`src/rtl/mio_pkg.sv`:
```
// Shared definitions for the MIO FIFO port: register offsets, status layout
// and the bus-responder state encoding.
package mio_pkg;

   localparam logic [1:0] REG_DATA   = 2'd0;
   localparam logic [1:0] REG_STATUS = 2'd1;

   localparam int ST_RX_EMPTY = 0;
   localparam int ST_RX_FULL  = 1;
   localparam int ST_TX_EMPTY = 2;
   localparam int ST_TX_FULL  = 3;
   localparam int ST_OVF      = 4;
   localparam int ST_UNF      = 5;
   localparam int ST_RX_CNT   = 8;
   localparam int ST_TX_CNT   = 16;

   typedef enum logic [1:0] {
      S_IDLE,
      S_WAIT,
      S_RESP,
      S_DONE
   } mio_state_e;

   typedef struct packed {
      logic       rx_empty;
      logic       rx_full;
      logic       tx_empty;
      logic       tx_full;
      logic       ovf;
      logic       unf;
      logic [7:0] rx_count;
      logic [7:0] tx_count;
   } mio_status_t;

   function automatic logic [31:0] pack_status(input mio_status_t s);
      logic [31:0] w;
      w                 = '0;
      w[ST_RX_EMPTY]    = s.rx_empty;
      w[ST_RX_FULL]     = s.rx_full;
      w[ST_TX_EMPTY]    = s.tx_empty;
      w[ST_TX_FULL]     = s.tx_full;
      w[ST_OVF]         = s.ovf;
      w[ST_UNF]         = s.unf;
      w[ST_RX_CNT +: 8] = s.rx_count;
      w[ST_TX_CNT +: 8] = s.tx_count;
      return w;
   endfunction

endpackage

```
`src/rtl/mio_fifo_port_if.sv`:
```
// CPU-side MIO bus: request/qualifiers from the CPU, data and ready strobe back.
interface mio_fifo_port_if;

   logic        CPU_MIO;
   logic        mem_w;
   logic [31:0] addr_bus;
   logic [31:0] Cpu_data2bus;
   logic [31:0] Cpu_data4bus;
   logic        MIO_ready;

   modport master (
      output CPU_MIO, mem_w, addr_bus, Cpu_data2bus,
      input  Cpu_data4bus, MIO_ready
   );

   modport slave (
      input  CPU_MIO, mem_w, addr_bus, Cpu_data2bus,
      output Cpu_data4bus, MIO_ready
   );

endinterface

```
`src/rtl/mio_fifo_port_sync_fifo.sv`:
```
// Single-clock FIFO; a push into a full FIFO is accepted when a pop happens
// in the same cycle.
module sync_fifo #(
   parameter int WIDTH      = 32,
   parameter int DEPTH_LOG2 = 4
) (
   input  logic                  clk,
   input  logic                  rst,
   input  logic                  push,
   input  logic [WIDTH-1:0]      din,
   input  logic                  pop,
   output logic [WIDTH-1:0]      dout,
   output logic                  full,
   output logic                  empty,
   output logic [DEPTH_LOG2:0]   count
);

   localparam int                DEPTH     = 1 << DEPTH_LOG2;
   localparam logic [DEPTH_LOG2:0] DEPTH_CNT = (DEPTH_LOG2 + 1)'(DEPTH);

   logic [WIDTH-1:0]      mem [DEPTH];
   logic [DEPTH_LOG2-1:0] wr_ptr;
   logic [DEPTH_LOG2-1:0] rd_ptr;
   logic                  do_push;
   logic                  do_pop;

   assign empty   = (count == '0);
   assign full    = (count == DEPTH_CNT);
   assign do_pop  = pop & ~empty;
   assign do_push = push & (~full | do_pop);
   assign dout    = mem[rd_ptr];

   always_ff @(posedge clk) begin
      if (rst) begin
         wr_ptr <= '0;
         rd_ptr <= '0;
         count  <= '0;
      end else begin
         if (do_push) wr_ptr <= wr_ptr + 1'b1;
         if (do_pop)  rd_ptr <= rd_ptr + 1'b1;
         case ({do_push, do_pop})
            2'b10:   count <= count + 1'b1;
            2'b01:   count <= count - 1'b1;
            default: count <= count;
         endcase
      end
   end

   always_ff @(posedge clk) begin
      if (do_push) mem[wr_ptr] <= din;
   end

endmodule

```
`src/rtl/mio_fifo_port.sv`:
```
// MIO-bus responder bridging CPU reads/writes to a TX and an RX stream FIFO,
// with programmable wait states before the one-cycle MIO_ready strobe.
module mio_fifo_port
   import mio_pkg::*;
#(
   parameter logic [31:0] BASE_ADDR  = 32'hD000_0000,
   parameter int          DEPTH_LOG2 = 4,
   parameter int          WAIT_CYC   = 2
) (
   input  logic                 clk,
   input  logic                 rst,
   mio_fifo_port_if.slave       bus,
   output logic                 tx_valid,
   output logic [31:0]          tx_data,
   input  logic                 tx_ready,
   input  logic                 rx_valid,
   input  logic [31:0]          rx_data,
   output logic                 rx_ready,
   output logic                 irq
);

   localparam logic [3:0] W_LAST = (WAIT_CYC == 0) ? 4'd0 : 4'(WAIT_CYC - 1);

   mio_state_e  state;
   logic [3:0]  wcnt;
   logic        lat_we;
   logic [1:0]  lat_reg;
   logic [31:0] lat_wdata;
   logic        rd_ok;
   logic        ovf;
   logic        unf;
   logic        mio_ready_q;
   logic [31:0] rdata_q;

   logic                tx_push, tx_pop, tx_full, tx_empty;
   logic                rx_push, rx_pop, rx_full, rx_empty;
   logic [DEPTH_LOG2:0] tx_count, rx_count;
   logic [31:0]         rx_head;

   logic        hit, accept, enter_resp, in_resp, cur_we;
   logic [1:0]  cur_reg;
   logic [31:0] rdata_next;
   mio_status_t st;

   sync_fifo #(.WIDTH(32), .DEPTH_LOG2(DEPTH_LOG2)) u_tx (
      .clk   (clk),
      .rst   (rst),
      .push  (tx_push),
      .din   (lat_wdata),
      .pop   (tx_pop),
      .dout  (tx_data),
      .full  (tx_full),
      .empty (tx_empty),
      .count (tx_count)
   );

   sync_fifo #(.WIDTH(32), .DEPTH_LOG2(DEPTH_LOG2)) u_rx (
      .clk   (clk),
      .rst   (rst),
      .push  (rx_push),
      .din   (rx_data),
      .pop   (rx_pop),
      .dout  (rx_head),
      .full  (rx_full),
      .empty (rx_empty),
      .count (rx_count)
   );

   assign tx_valid = ~tx_empty;
   assign rx_ready = ~rx_full;
   assign tx_pop   = tx_valid & tx_ready;
   assign rx_push  = rx_valid & rx_ready;
   assign irq      = ~rx_empty | ovf | unf;

   assign bus.MIO_ready    = mio_ready_q;
   assign bus.Cpu_data4bus = rdata_q;

   always_comb begin
      hit        = (bus.addr_bus[31:4] == BASE_ADDR[31:4]);
      accept     = (state == S_IDLE) && bus.CPU_MIO && hit;
      enter_resp = (accept && (WAIT_CYC == 0)) ||
                   ((state == S_WAIT) && bus.CPU_MIO && (wcnt == W_LAST));
      in_resp    = (state == S_RESP);
      // With zero wait states the response is built straight off the bus.
      cur_we     = (state == S_IDLE) ? bus.mem_w         : lat_we;
      cur_reg    = (state == S_IDLE) ? bus.addr_bus[3:2] : lat_reg;

      st.rx_empty = rx_empty;
      st.rx_full  = rx_full;
      st.tx_empty = tx_empty;
      st.tx_full  = tx_full;
      st.ovf      = ovf;
      st.unf      = unf;
      st.rx_count = 8'(rx_count);
      st.tx_count = 8'(tx_count);

      rdata_next = '0;
      if (!cur_we && cur_reg == REG_DATA)
         rdata_next = rx_empty ? '0 : rx_head;
      else if (!cur_we && cur_reg == REG_STATUS)
         rdata_next = pack_status(st);

      tx_push = in_resp && lat_we && (lat_reg == REG_DATA);
      // Pop only if the head was captured into the response register.
      rx_pop  = in_resp && !lat_we && (lat_reg == REG_DATA) && rd_ok;
   end

   always_ff @(posedge clk) begin
      if (rst) begin
         state       <= S_IDLE;
         wcnt        <= '0;
         lat_we      <= 1'b0;
         lat_reg     <= '0;
         lat_wdata   <= '0;
         rd_ok       <= 1'b0;
         mio_ready_q <= 1'b0;
         rdata_q     <= '0;
      end else begin
         mio_ready_q <= enter_resp;
         rdata_q     <= enter_resp ? rdata_next : '0;
         if (enter_resp) rd_ok <= ~rx_empty;
         case (state)
            S_IDLE: begin
               if (accept) begin
                  lat_we    <= bus.mem_w;
                  lat_reg   <= bus.addr_bus[3:2];
                  lat_wdata <= bus.Cpu_data2bus;
                  wcnt      <= '0;
                  state     <= (WAIT_CYC == 0) ? S_RESP : S_WAIT;
               end
            end
            S_WAIT: begin
               if (!bus.CPU_MIO)        state <= S_IDLE;
               else if (wcnt == W_LAST) state <= S_RESP;
               else                     wcnt  <= wcnt + 4'd1;
            end
            S_RESP:  state <= S_DONE;
            S_DONE:  if (!bus.CPU_MIO) state <= S_IDLE;
            default: state <= S_IDLE;
         endcase
      end
   end

   always_ff @(posedge clk) begin
      if (rst) begin
         ovf <= 1'b0;
         unf <= 1'b0;
      end else begin
         if (tx_push && tx_full && !tx_pop)
            ovf <= 1'b1;
         if (in_resp && !lat_we && (lat_reg == REG_DATA) && !rd_ok)
            unf <= 1'b1;
         if (in_resp && lat_we && (lat_reg == REG_STATUS)) begin
            if (lat_wdata[ST_OVF]) ovf <= 1'b0;
            if (lat_wdata[ST_UNF]) unf <= 1'b0;
         end
      end
   end

endmodule
```
`src/flat_wrapper.sv`:
```
// flat-port wrapper written by rule: the top's interface ports become plain ports
module mio_fifo_port_flat import mio_pkg::*;
#(
   parameter logic [31:0] BASE_ADDR  = 32'hD000_0000,
   parameter int          DEPTH_LOG2 = 4,
   parameter int          WAIT_CYC   = 2
)
  (clk, rst, tx_valid, tx_data, tx_ready, rx_valid, rx_data, rx_ready, irq, bus_CPU_MIO, bus_mem_w, bus_addr_bus, bus_Cpu_data2bus, bus_Cpu_data4bus, bus_MIO_ready);
  mio_fifo_port_if bus_i ();
  input  logic clk;
  input  logic rst;
  output logic tx_valid;
  output logic [31:0] tx_data;
  input  logic tx_ready;
  input  logic rx_valid;
  input  logic [31:0] rx_data;
  output logic rx_ready;
  output logic irq;
  input wire logic [$bits(bus_i.CPU_MIO)-1:0] bus_CPU_MIO;
  input wire logic [$bits(bus_i.mem_w)-1:0] bus_mem_w;
  input wire logic [$bits(bus_i.addr_bus)-1:0] bus_addr_bus;
  input wire logic [$bits(bus_i.Cpu_data2bus)-1:0] bus_Cpu_data2bus;
  output wire logic [$bits(bus_i.Cpu_data4bus)-1:0] bus_Cpu_data4bus;
  output wire logic [$bits(bus_i.MIO_ready)-1:0] bus_MIO_ready;
  assign bus_i.CPU_MIO = bus_CPU_MIO;
  assign bus_i.mem_w = bus_mem_w;
  assign bus_i.addr_bus = bus_addr_bus;
  assign bus_i.Cpu_data2bus = bus_Cpu_data2bus;
  assign bus_Cpu_data4bus = bus_i.Cpu_data4bus;
  assign bus_MIO_ready = bus_i.MIO_ready;
  mio_fifo_port #(.BASE_ADDR(BASE_ADDR), .DEPTH_LOG2(DEPTH_LOG2), .WAIT_CYC(WAIT_CYC)) u_core (.clk(clk), .rst(rst), .bus(bus_i), .tx_valid(tx_valid), .tx_data(tx_data), .tx_ready(tx_ready), .rx_valid(rx_valid), .rx_data(rx_data), .rx_ready(rx_ready), .irq(irq));
endmodule
```
`config.mk`:
```
export PLATFORM = sky130hd
export DESIGN_NAME = mio_fifo_port_flat
export DESIGN_NICKNAME = d
export VERILOG_FILES = /design/src/rtl/mio_pkg.sv /design/src/rtl/mio_fifo_port_if.sv /design/src/rtl/mio_fifo_port_sync_fifo.sv /design/src/rtl/mio_fifo_port.sv /design/src/flat_wrapper.sv
export SDC_FILE = /design/constraint.sdc
export NUM_CORES = 1
export LEC_CHECK = 0
export BUFFER_PORTS_ARGS = -buffer_cell sky130_fd_sc_hd__buf_4
export CORE_MARGIN = 2
export CORE_UTILIZATION = 55
export DETAILED_ROUTE_END_ITERATION = 8
export PLACE_DENSITY = 0.81
export SYNTH_ARGS = -nofsm -noshare
export SYNTH_HDL_FRONTEND = slang
export SYNTH_SLANG_ARGS = --single-unit
```
`constraint.sdc`:
```
create_clock -name clk -period 5.15 [get_ports clk]
set_input_delay 0.2575 -clock clk [delete_from_list [all_inputs] [get_ports clk]]
set_output_delay 0.2575 -clock clk [all_outputs]
set_load 0.1 [all_outputs]
```
# Word level (Yosys, flattened, before mapping)
# Memories as Yosys holds them, arrays and structs flattened. A register that Yosys moved wholly into a read port is not among the register bits.
# Index checks and enable logic that the tools add are counted.
# totals
reg_bits	103
ramBits	1024
inputBits	102
output_inout_bits	68
elab_cells	121
n_memories	2
# op_classes
n_addsub	9
n_eq_ne	18
n_mux	30
bitwise_logic	15
n_reduce_logical	31
# mem_list
name	depth	word_bits	rd	rd_ports_with_merged_regs	wr	line_no	text
u_core.u_rx.mem	16	32	1	1	1	mio_fifo_port_sync_fifo.sv:21	logic [WIDTH-1:0] mem [DEPTH];
u_core.u_tx.mem	16	32	1	1	1	mio_fifo_port_sync_fifo.sv:21	
# op_table
operator	count
32-bit two-way mux	2
28-bit equality test, second input constant	1
4-bit two-way mux	7
21-bit two-way mux	1
4-bit by 1-bit adder with 4-bit output, second input constant	5
5-bit case mux with 2 select lines	2
1-bit logical AND	15
1-bit two-way mux	11
5-bit by 1-bit adder with 5-bit output, second input constant	2
2-bit by 1-bit equality test with 1-bit output, second input constant	5
5-bit equality test, second input constant	2
5-bit zero test	2
2-bit two-way mux	5
5-bit by 1-bit subtractor with 5-bit output, second input constant	2
2-bit equality test, second input constant	4
2-bit case mux with 4 select lines	1
4-bit case mux with 2 select lines	1
1-bit bitwise AND	6
2-bit zero test	3
2-bit inequality test, second input constant	3
2-bit nonzero test	3
1-bit inverter	5
4-bit by 1-bit equality test with 1-bit output, second input constant	1
1-bit zero test	4
other kinds (7)	10

# Longest topological paths before layout
# Gate-level depths: netlist of run 1.
# depth
depth_word	9
mapped_depth	13
mapped_depth_nobuf	11

# Hierarchy
# From an unflattened synthesis of run 1, not the netlist that was laid out.
# hier_totals
cells_unflattened	2089
area_unflattened_um2	43151.4
# by_module_without_submodules
module	n_inst	cells_per_inst	area_each_um2	seq_area_each_um2
sync_fifo	2	910	20146.8	15715.1
mio_fifo_port	1	269	2857.7	1541.5

# Worst setup path before layout of run 1
# No wires, ideal clock.
# synth_timing
path_type	reg-to-reg
from	register u_core.state[0]
to	memory u_core.u_tx.mem[3][0], enable pin
setup_time_ns	0.461
arrival_time_ns	3.787
required_time_ns	4.689
slack_ns	0.902
stages_incl_launch_ff	6
path_buffers	1
synth_period_minus_slack_ns	4.248
path_cell_list	dfxtp_1 > buf_6 > or4b_4 > a211oi_2 > nand2_1 > nor3_1
# synth_between
elab_chain_len	6
# synth_rtl
element	line_no	text
start: declaration	mio_fifo_port.sv:24	mio_state_e state;
start signal: assignment	mio_fifo_port.sv:129	state <= (WAIT_CYC == 0) ? S_RESP : S_WAIT;
2-bit equality test	mio_fifo_port.sv:83	in_resp = (state == S_RESP);
1-bit logical AND (2 in series)	mio_fifo_port.sv:103	tx_push = in_resp && lat_we && (lat_reg == REG_DATA);
1-bit bitwise AND	mio_fifo_port_sync_fifo.sv:30	assign do_push = push & (~full | do_pop);
1-bit two-way mux	mio_fifo_port_sync_fifo.sv:50	if (do_push) mem[wr_ptr] <= din;
1-bit two-way mux (implied by the code)	mio_fifo_port_sync_fifo.sv:50	
end: declaration	mio_fifo_port_sync_fifo.sv:21	
# Every way passes these cells.

==> results of run 1 <==
## what timing repair did
item | in CTS | in global routing
setup endpoints to repair | 0 | 0
hold endpoints to repair | 552 | 0
hold buffers | 69 | 0
## per-stage QoR
stage	std cells	hold slack [ps]	total power, W	util	area [um2]
2_1_floorplan	1938	356	0.0119	-	42900
3_3_place_gp	3095	471	0.0124	0.591	45700
3_5_place_dp	3095	490	0.0124	0.591	45700
4_1_cts	3365	186	0.0204	0.646	50000
5_1_grt	3365	241	0.0209	0.646	50000
6_report	3365	214	0.0203	0.646	50000
## critical path, cell delays in order, from the launching register on
cell and delay (ps):
sky130_fd_sc_hd__dfxtp_1 600, sky130_fd_sc_hd__or4b_4 570, sky130_fd_sc_hd__a211oi_2 560, sky130_fd_sc_hd__nand2_1 400, sky130_fd_sc_hd__nor3_2 890, sky130_fd_sc_hd__buf_4 420
## power by group through the flow
stage	Sequential (W)	Combinational, W	Clock (W)
3_5_place_dp	0.0103	0.00216	0
5_1_grt	0.0101	0.00229	0.00847
2_1_floorplan	0.0102	0.00169	0
3_3_place_gp	0.0103	0.00213	0
6_report	0.0101	0.00219	0.00803
4_1_cts	0.0101	0.00222	0.00813
## logic make-up after synthesis
kind of cell	count (synthesis)	share of synthesized area
simple gates	213	0.0239
compound gates	86	0.0151
xor+xnor	22	0.00449
flops	1135	0.769
fa+ha+maj	19	0.00572
buf+inv	114	0.0115
mux	349	0.170
## Yosys cell counts (6+ instances only)
| master | instances | area [um2] |
|---|---|---|
| sky130_fd_sc_hd__edfxtp_1 | 1024 | 30700 |
| sky130_fd_sc_hd__mux4_2 | 304 | 6850 |
| sky130_fd_sc_hd__dfxtp_1 | 111 | 2220 |
| sky130_fd_sc_hd__nor2_1 | 99 | 372 |
| sky130_fd_sc_hd__clkbuf_1 | 55 | 206 |
| sky130_fd_sc_hd__mux2i_1 | 43 | 430 |
| sky130_fd_sc_hd__buf_2 | 38 | 190 |
| sky130_fd_sc_hd__nand2_1 | 36 | 135 |
| sky130_fd_sc_hd__a22oi_1 | 21 | 158 |
| sky130_fd_sc_hd__a22o_1 | 20 | 175 |
| sky130_fd_sc_hd__ha_1 | 18 | 225 |
| sky130_fd_sc_hd__and2_1 | 17 | 106 |
| sky130_fd_sc_hd__nor3_1 | 16 | 80.1 |
| sky130_fd_sc_hd__xor2_1 | 15 | 131 |
| sky130_fd_sc_hd__inv_1 | 14 | 52.6 |
| sky130_fd_sc_hd__a21oi_1 | 13 | 65.1 |
| sky130_fd_sc_hd__nand4_1 | 8 | 50.1 |
| sky130_fd_sc_hd__xnor2_1 | 7 | 61.3 |
| sky130_fd_sc_hd__nand2b_1 | 6 | 37.5 |
| sky130_fd_sc_hd__nor4_1 | 6 | 37.5 |
| sky130_fd_sc_hd__o21ai_0 | 6 | 30.0 |
| sky130_fd_sc_hd__o22ai_1 | 6 | 37.5 |
## layout make-up
class	instances	area (um2)	area share
Clock inverter	58	687	0.0137
Inverter	14	52.6	0.00105
Multi-Input combinational cell	689	9650	0.193
Timing Repair Buffer	286	2370	0.0474
Tap cell	1040	1300	0.0260
Sequential cell	1135	33000	0.660
Clock buffer	143	2940	0.0587
## worst max-delay path by stage
stage                          startpoint                     end  slack (ps)  cells past startpoint
final                                flop  u_core.u_tx.mem[2][13]        1370                      5
after CTS                            flop  u_core.u_tx.mem[2][13]        1260                      5
after global routing                 flop  u_core.u_tx.mem[2][13]        1130                      5
after detailed placement             flop  u_core.u_tx.mem[2][18]        1270                      5
after global placement               flop  u_core.u_tx.mem[2][27]        1430                      5
after floorplan           u_core.state[0]   u_core.u_tx.mem[3][0]         900                      5
## routing by layer
layer	vias up	part of all wire
li1	8662	-
met1	10900	0.36
met2	1088	0.53
met3	226	0.076
met4	4	0.033
met5	-	0.00032
==> metrics.md, run 1 <==
| Metric | Value |
|---|---|
| Final nets | 2353 |
| Final weighted congestion in routability-driven placement | 0.805 |
| Worst Tran Pin Value | 1210 ps |
| Clk Latency, worst-skew pair | 670 ps |
| Total routing resource utilization after global routing | 0.238 |
| WS Path Type | flop to flop |
| Kind of launch point of the worst setup path | flop |
| CTS tree | done |
| Fillers | 4853 |
| Vert. Die Dim | 283 um |
| Worst Setup End Kind | flop |
| Part of the power in combinational logic | 0.108 |
| Switching part of the total power | 0.240 |
| Antenna violations before repair | 2 |
| Crit path max fanout | 13 |
| Congestion Overflow GR | 0 |
| Core footprint | 0.0773 mm2 |
| Commonest register cell after synthesis | sky130_fd_sc_hd__edfxtp_1 |
| Count of warnings emitted by yosys | 0 |
| Critical Path AT | 4110 ps |
| Clock tree root driver cell | sky130_fd_sc_hd__clkbuf_16 |
| Number of endpoints failing setup at the final stage | 0 |
| Worst vdd ir | 290 uV |
| Wire length after detailed routing | 95.1 mm |
| P_int | 0.0154 W |
| Post-route worst setup slack | 1370 ps |
| Clk buf depth | 3 |
| Fraction of layout cells with a size suffix above 1 | 0.317 |
| Number of detailed-routing iterations run before antenna repair | 5 |
| Detailed-placement wirelength estimate | 50.3 mm |
| Cell area power density | 406 mW/mm2 |
| Slack of the worst reg-to-reg path | 1370 ps |
| Maximum clock frequency | 0.265 GHz |
| Leakage power | 16.9 nW |
| Register area share after synthesis | 0.769 |
| Post-synthesis register bit count | 1135 |
| Via density per instance | 6.20 |
| Fin Setup TNS | 0 ps |
| DRC violation total after the first TritonRoute iteration | 2345 |
| Asr flop ratio synth | 0 |
| Cell count of the worst hold path | 2 |
| Setup repair after global routing missed its margin | false |
| Start point of the worst min-delay path | rst |
| Leading cell types in the layout, fill and taps excluded | sky130_fd_sc_hd__edfxtp_1, sky130_fd_sc_hd__mux4_2, sky130_fd_sc_hd__buf_4, sky130_fd_sc_hd__clkbuf_16, sky130_fd_sc_hd__dfxtp_1 |
| Largest clock skew in the final design | 22.6 ps |
| Clock-pin slew on the worst setup and hold paths | 60 ps |
| Vias after detailed routing | 20900 |
| Number of slew-limit violations in the final report | 0 |
| Number of placement rows | 102 |
| Power share of the clock group | 0.395 |
| Die outline area | 0.0802 mm2 |
| Net count of the mapped netlist | 2059 |
| Count of cells resized by post-cts repair | 0 |
| TritonCTS buffer count | 106 |
| Via count of the first global-routing pass | 22400 |
| Met1 Track Usage GR | 0.298 |
| Critical Path RT | 5490 ps |
| Destination of the worst register-to-register timing path | u_core.u_tx.mem[2][13] |
| Synthesized instance count | 1938 |
| Destination of the worst hold path | u_core.u_rx.count[1] |
| Final period utilization | 0.734 |
| Global route hottest layer | met2 |
| Count of inserted antenna diode cells | 0 |
| Most common cell after layout, fill and taps aside | sky130_fd_sc_hd__edfxtp_1 |
| H-Tree Depth | 3 |
| Pin count of the biggest net entering global routing | 120 |
| I/O Pins | 170 |
| Die Width | 283 um |
| Yosys cell types | 58 |
| Run status | finished clean |
| Max-slew headroom | 0.194 |
| Number of max-capacitance violations reported | 0 |
| Post-CTS setup buffer count | 0 |
| Clock Sink Count | 1135 |
| Largest regs | u_core.u_rx.mem x512, u_core.u_tx.mem x512 |
| Post-placement worst setup slack | 1270 ps |
| Antenna-violating nets left | 0 |
| Average footprint of a synthesized cell | 22.1 um2 |
| Mapped cell area | 0.0429 mm2 |
| First-pass GRT wire length | 142 mm |
| Initial Utilization | 0.555 |
| Final hold violations | 0 |
| Worst R2R Path Depth | 5 |
| Remaining DRCs | 0 |
| Number of buffers inserted by port buffering | 167 |
| Routed wirelength normalized by instance count | 28.3 um |
| Net load switching power | 0.00487 W |
| Met3 demand-to-capacity share in global routing | 0.0435 |
| Layout area overhead | 16.6% |
| Sequential fraction of design power | 0.496 |
| Min-delay worst type | primary input to flop |
| GR Util met2 | 0.420 |
| Number of synthesized flops with an enable pin | 1024 |
| Shortest period the worst path allows | 3780 ps |
No activity file was read; power rests on OpenSTA's default activity.
==> inputs of run 2 (changes only) <==
clock period = 3.6 ns   (was 5.15 ns; I/O delays follow)
==> metrics.md, run 2 (same netlist as run 1, synthesis figures left out) <==
| Metric | Value |
|---|---|
| Global route hottest layer | met2 |
| Clock Sink Count | 1135 |
| Count of cells resized by post-cts repair | 0 |
| Final standard cell utilization of the core | 0.655 |
| Final weighted congestion in routability-driven placement | 0.819 |
| Buffering stage count on the worst path with inverters included | 2 |
| Critical-path cell list | buf_4 -> mux4_2 -> mux4_2 -> buf_4 |
| Leakage power | 17.0 nW |
| Most common cell after layout, fill and taps aside | sky130_fd_sc_hd__edfxtp_1 |
| Critical Path RT | 3420 ps |
| Wire length after detailed routing | 100 mm |
| Vert. Die Dim | 283 um |
| Fin Setup TNS | 0 ps |
| Initial Utilization | 0.555 |
| Die Width | 283 um |
| Leading cell types in the layout, fill and taps excluded | sky130_fd_sc_hd__edfxtp_1, sky130_fd_sc_hd__mux4_2, sky130_fd_sc_hd__buf_4, sky130_fd_sc_hd__clkbuf_16, sky130_fd_sc_hd__dfxtp_1 |
| Number of max-capacitance violations reported | 0 |
| H-Tree Depth | 3 |
| Slack of the worst reg-to-reg path | 460 ps |
| Clk buf depth | 3 |
| Start point of the worst min-delay path | rst |
| Worst vdd ir | 528 uV |
| Via count of the first global-routing pass | 22500 |
| Number of placement rows | 102 |
| Clock-pin slew on the worst setup and hold paths | 60 ps |
| Vias after detailed routing | 21400 |
| Detailed-placement wirelength estimate | 53.4 mm |
| Origin of the critical flop-to-flop path | u_core.u_rx.count[0] |
| Cell count of the worst hold path | 2 |
| Via density per instance | 6.33 |
| Setup repair after global routing missed its margin | false |
| Number of endpoints failing setup at the final stage | 0 |
| Number of slew-limit violations in the final report | 0 |
| Destination of the worst hold path | u_core.u_rx.count[0] |
| Largest clock skew in the final design | 40.0 ps |
| Sequential Area | 0.0330 mm2 |
| Met1 Track Usage GR | 0.319 |
| Stage delay of the slowest cell on the critical path | 680 ps |
| Pin count of the biggest net entering global routing | 77 |
| First-pass GRT wire length | 148 mm |
| Worst Setup End Kind | output port |
| Crit path max fanout | 22 |
| Number of placed instances, taps included | 3121 |
| GR Util met2 | 0.448 |
| Antenna-violating nets left | 0 |
| Clock tree root driver cell | sky130_fd_sc_hd__clkbuf_16 |
| Min-delay worst type | primary input to flop |
| Run status | finished clean |
| Final nets | 2378 |
| Fillers | 4748 |
| Max-slew headroom | 0.299 |
| Final hold violations | 0 |
| Kind of launch point of the worst setup path | flop |
| Total Power | 0.0279 W |
| Cell Count, Final, Fillers Out | 3390 |
| Core footprint | 0.0773 mm2 |
| Number of detailed-routing iterations run before antenna repair | 8 |
| DRC violation total after the first TritonRoute iteration | 2590 |
| CTS tree | done |
| Congestion Overflow GR | 0 |
| Met3 demand-to-capacity share in global routing | 0.0440 |
| Critical Path AT | 3150 ps |
| I/O Pins | 170 |
| Final period utilization | 0.925 |
| Destination of the worst register-to-register timing path | u_core.u_rx.count[4] |
| Die outline area | 0.0802 mm2 |
| Cell type group with the largest total delay on the critical path | multiplexers |
| Antenna violations before repair | 2 |
| Number of buffers inserted by port buffering | 167 |
| Worst Tran Pin Value | 1050 ps |
| Worst R2R Path Depth | 12 |
| Routed wirelength normalized by instance count | 29.6 um |
| WS Path Type | flop to output port |
| Area of the multi-input gates | 0.00970 mm2 |
| Maximum clock frequency | 0.300 GHz |
| Largest regs | u_core.u_rx.mem x512, u_core.u_tx.mem x512 |
| Remaining DRCs | 0 |
| Cell area power density | 551 mW/mm2 |
| Fraction of layout cells with a size suffix above 1 | 0.328 |
| Layout area overhead | 18.1% |
| TritonCTS buffer count | 105 |
| Clk Latency, worst-skew pair | 680 ps |
| Shortest period the worst path allows | 3330 ps |
| Total routing resource utilization after global routing | 0.252 |
| Crit-path slowest cell | sky130_fd_sc_hd__dfxtp_4 |
==> run 2: changes by cell type in the layout (fill, tap and decap cells not counted), moves of 2 or more <==
cell / delta
sky130_fd_sc_hd__clkbuf_1: -13
sky130_fd_sc_hd__clkinv_1: +2
sky130_fd_sc_hd__clkinv_16: +2
sky130_fd_sc_hd__clkbuf_8: +4
sky130_fd_sc_hd__nor2b_1: +2
sky130_fd_sc_hd__nor2b_2: -2
sky130_fd_sc_hd__nor3_2: -8
sky130_fd_sc_hd__bufinv_16: +4
sky130_fd_sc_hd__nor3_4: +8
sky130_fd_sc_hd__clkinvlp_4: -6
sky130_fd_sc_hd__buf_12: +19
sky130_fd_sc_hd__buf_4: +7
sky130_fd_sc_hd__clkinv_2: +3
==> run 2: worst max-delay path by stage <==
stage,start,to,depth (start not counted)
floorplan,u_core.state[0],u_core.u_tx.mem[7][0],5
global placement,u_core.lat_reg[1],u_core.u_rx.count[4],10
detailed placement,u_core.lat_reg[1],u_core.u_tx.mem[7][19],5
CTS,flop,tx_data[7],4
global route,flop,tx_data[7],4
finish,flop,tx_data[7],4
==> run 2: worst reg2reg max path, delay by kind of cell, from the launching register on <==
family                     cells  cell delay (ps)
AOI/OAI and AO/OA              4              880
buffers and inverters          2              300
xor gates and xnor gates       1              130
adders and majority gates      2              510
and+or+nand+nor                3              810
DFF                            1              390
==> run 2: what timing repair did <==
action	in CTS	in global routing
buffers inserted	0	0
hold buffers	69	0
endpoints found under the hold margin	552	0
setup endpoints to repair	0	0
==> run 2: area by class of cell <==
type | instances | area share
antenna | 1 | 0.0000494
timing repair buffer | 312 | 0.0553
clock buffer | 134 | 0.0581
tap | 1040 | 0.0257
sequential | 1135 | 0.651
clock inverter | 65 | 0.0168
inverter | 14 | 0.00104
multi-input combinational | 689 | 0.192
==> run 2: through the flow <==
step | hold slack, ps | setup WS (ps) | instance area (um2)
2_1_floorplan | 279 | 206 | 42900
3_3_place_gp | 417 | 678 | 46200
6_report | 118 | 270 | 50600
3_5_place_dp | 425 | 556 | 46200
5_1_grt | 151 | 123 | 50600
4_1_cts | 118 | 189 | 50600
==> run 2: routing by layer <==
| layer | up-vias | wire (um) |
|---|---|---|
| met5 | - | 28 |
| met4 | 4 | 2790 |
| met3 | 215 | 8160 |
| met2 | 1237 | 53900 |
| met1 | 11300 | 35500 |
| li1 | 8728 | - |
==> run 2: power breakdown <==
| group | leakage, nW | switching [W] | internal, W |
|---|---|---|---|
| clock network | 1.87 | 0.00489 | 0.00704 |
| registers | 11.2 | 0.000120 | 0.0143 |
| logic | 3.99 | 0.000840 | 0.000654 |
| total | 17.0 | 0.00585 | 0.0220 |
==> inputs of run 3 (changes only) <==
clock period = 4.1 ns   (was 3.6 ns; I/O delays follow)
==> metrics.md, run 3 (same netlist as run 1, synthesis figures left out) <==
| Metric | Value |
|---|---|
| Remaining DRCs | 0 |
| Kind of launch point of the worst setup path | flop |
| Leakage power | 16.8 nW |
| Final hold violations | 0 |
| Worst vdd ir | 357 uV |
| Max-slew headroom | 0.193 |
| Fin Setup TNS | 0 ps |
| Clock-pin slew on the worst setup and hold paths | 70 ps |
| First-pass GRT wire length | 146 mm |
| Total routing resource utilization after global routing | 0.248 |
| Largest regs | u_core.u_rx.mem x512, u_core.u_tx.mem x512 |
| DR WL met3 | 6.88 mm |
| Number of buffers inserted by port buffering | 167 |
| Clk Latency, worst-skew pair | 680 ps |
| Congestion Overflow GR | 0 |
| Final period utilization | 0.854 |
| Number of endpoints failing setup at the final stage | 0 |
| H-Tree Depth | 3 |
| TritonCTS buffer count | 106 |
| Pin count of the biggest net entering global routing | 77 |
| Core footprint | 0.0773 mm2 |
| Min-delay worst type | primary input to flop |
| Routed wirelength normalized by instance count | 29.2 um |
| Final weighted congestion in routability-driven placement | 0.835 |
| Antenna violations before repair | 2 |
| Via count of the first global-routing pass | 22400 |
| Clk buf depth | 3 |
| Number of max-capacitance violations reported | 0 |
| Clock tree root driver cell | sky130_fd_sc_hd__clkbuf_16 |
| Wl on met1 | 35.8 mm |
| Leading cell types in the layout, fill and taps excluded | sky130_fd_sc_hd__edfxtp_1, sky130_fd_sc_hd__mux4_2, sky130_fd_sc_hd__buf_4, sky130_fd_sc_hd__clkbuf_16, sky130_fd_sc_hd__dfxtp_1 |
| Number of slew-limit violations in the final report | 0 |
| Initial Utilization | 0.555 |
| Clock Sink Count | 1135 |
| Via density per instance | 6.25 |
| Critical Path RT | 3890 ps |
| DRC violation total after the first TritonRoute iteration | 2458 |
| Cell area power density | 475 mW/mm2 |
| WS Path Type | flop to output port |
| Vert. Die Dim | 283 um |
| Number of detailed-routing iterations run before antenna repair | 7 |
| CTS tree | done |
| Vias after detailed routing | 21100 |
| Most common cell after layout, fill and taps aside | sky130_fd_sc_hd__edfxtp_1 |
| Setup repair after global routing missed its margin | false |
| Largest clock skew in the final design | 21.7 ps |
| I/O Pins | 170 |
| Final nets | 2365 |
| Post-CTS setup buffer count | 0 |
| Antenna-violating nets left | 0 |
| Fraction of layout cells with a size suffix above 1 | 0.322 |
| Die outline area | 0.0802 mm2 |
| Detailed-placement wirelength estimate | 54.4 mm |
| Worst Tran Pin Value | 1210 ps |
| Uppermost signal routing layer after detailed routing | met5 |
| Shortest period the worst path allows | 3500 ps |
| Number of placement rows | 102 |
| Worst Setup End Kind | output port |
| Crit path max fanout | 32 |
| Wire length after detailed routing | 98.8 mm |
| Die Width | 283 um |
| Hold Slack | 137 ps |
| Critical Path AT | 3300 ps |
| Met2 wire length | 53.1 mm |
| Layout area overhead | 17.1% |
| Maximum clock frequency | 0.286 GHz |
| Run status | finished clean |
[run 3: changes by cell type in the layout (fill, tap and decap cells not counted), moves of 2 or more]
cell | previous run | this run
sky130_fd_sc_hd__clkbuf_8 | 12 | 9
sky130_fd_sc_hd__nor3_2 | 1 | 5
sky130_fd_sc_hd__clkinv_1 | 12 | 18
sky130_fd_sc_hd__buf_4 | 220 | 209
sky130_fd_sc_hd__clkinv_2 | 20 | 25
sky130_fd_sc_hd__bufinv_16 | 17 | 9
sky130_fd_sc_hd__clkinv_4 | 4 | 7
sky130_fd_sc_hd__nor3_4 | 8 | 4
sky130_fd_sc_hd__clkinv_16 | 2 | 0
sky130_fd_sc_hd__buf_12 | 23 | 20
[run 3: final cells by class]
type	instances	area, um2
Antenna cell	2	5.00
Clock buffer	132	2900
Inverter	14	52.6
Sequential cell	1135	33000
Clock inverter	69	623
Timing Repair Buffer	298	2660
Tap cell	1040	1300
Fill cell	4839	27100
Multi-Input combinational cell	689	9680
[run 3: path summary, 6_finish.rpt]
path	slack (ps)	cells past startpoint	from	to
max reg2reg	650	10	u_core.lat_reg[1]	u_core.u_rx.count[4]
max	600	4	flop	tx_data[8]
min	140	4	rx_valid	u_core.u_rx.wr_ptr[0]
min reg2reg	520	2	u_core.u_tx.rd_ptr[1]	flop
[run 3: per-layer routing]
| metal | track usage | vias up |
|---|---|---|
| li1 | - | 8696 |
| met2 | 0.441 | 1138 |
| met1 | 0.312 | 11100 |
| met4 | 0.0816 | 2 |
| met3 | 0.0422 | 223 |
| met5 | 0 | - |
[run 3: worst max-delay path, cell delays in order (launching register included)]
cell                      delay (ps)
sky130_fd_sc_hd__dfxtp_4         810
sky130_fd_sc_hd__buf_12          340
sky130_fd_sc_hd__mux4_2          610
sky130_fd_sc_hd__mux4_2          530
sky130_fd_sc_hd__buf_4           260
[run 3: per-stage QoR]
| step | utilization | power [W] | worst slack (ps) | cells | cell area (um2) |
|---|---|---|---|---|---|
| final | 0.649 | 0.0238 | 599 | 3379 | 50200 |
| after global routing | 0.649 | 0.0245 | 432 | 3377 | 50200 |
| after CTS | 0.649 | 0.0240 | 487 | 3377 | 50200 |
| after detailed placement | 0.595 | 0.0142 | 796 | 3107 | 46000 |
| after global placement | 0.595 | 0.0141 | 888 | 3107 | 46000 |
| after floorplan | - | 0.0138 | 65.4 | 1938 | 42900 |
[run 3: repair_timing]
action	4_1_cts	5_1_grt
hold buffers	69	0
hold endpoints to repair	552	0
resized for setup	0	0
[run 3: where the power goes]
part	switching (W)	internal [W]	total [W]
Clock	0.00425	0.00561	0.00986
Combinational	0.000701	0.000566	0.00127
Sequential	0.000125	0.0126	0.0127
Total	0.00508	0.0188	0.0238
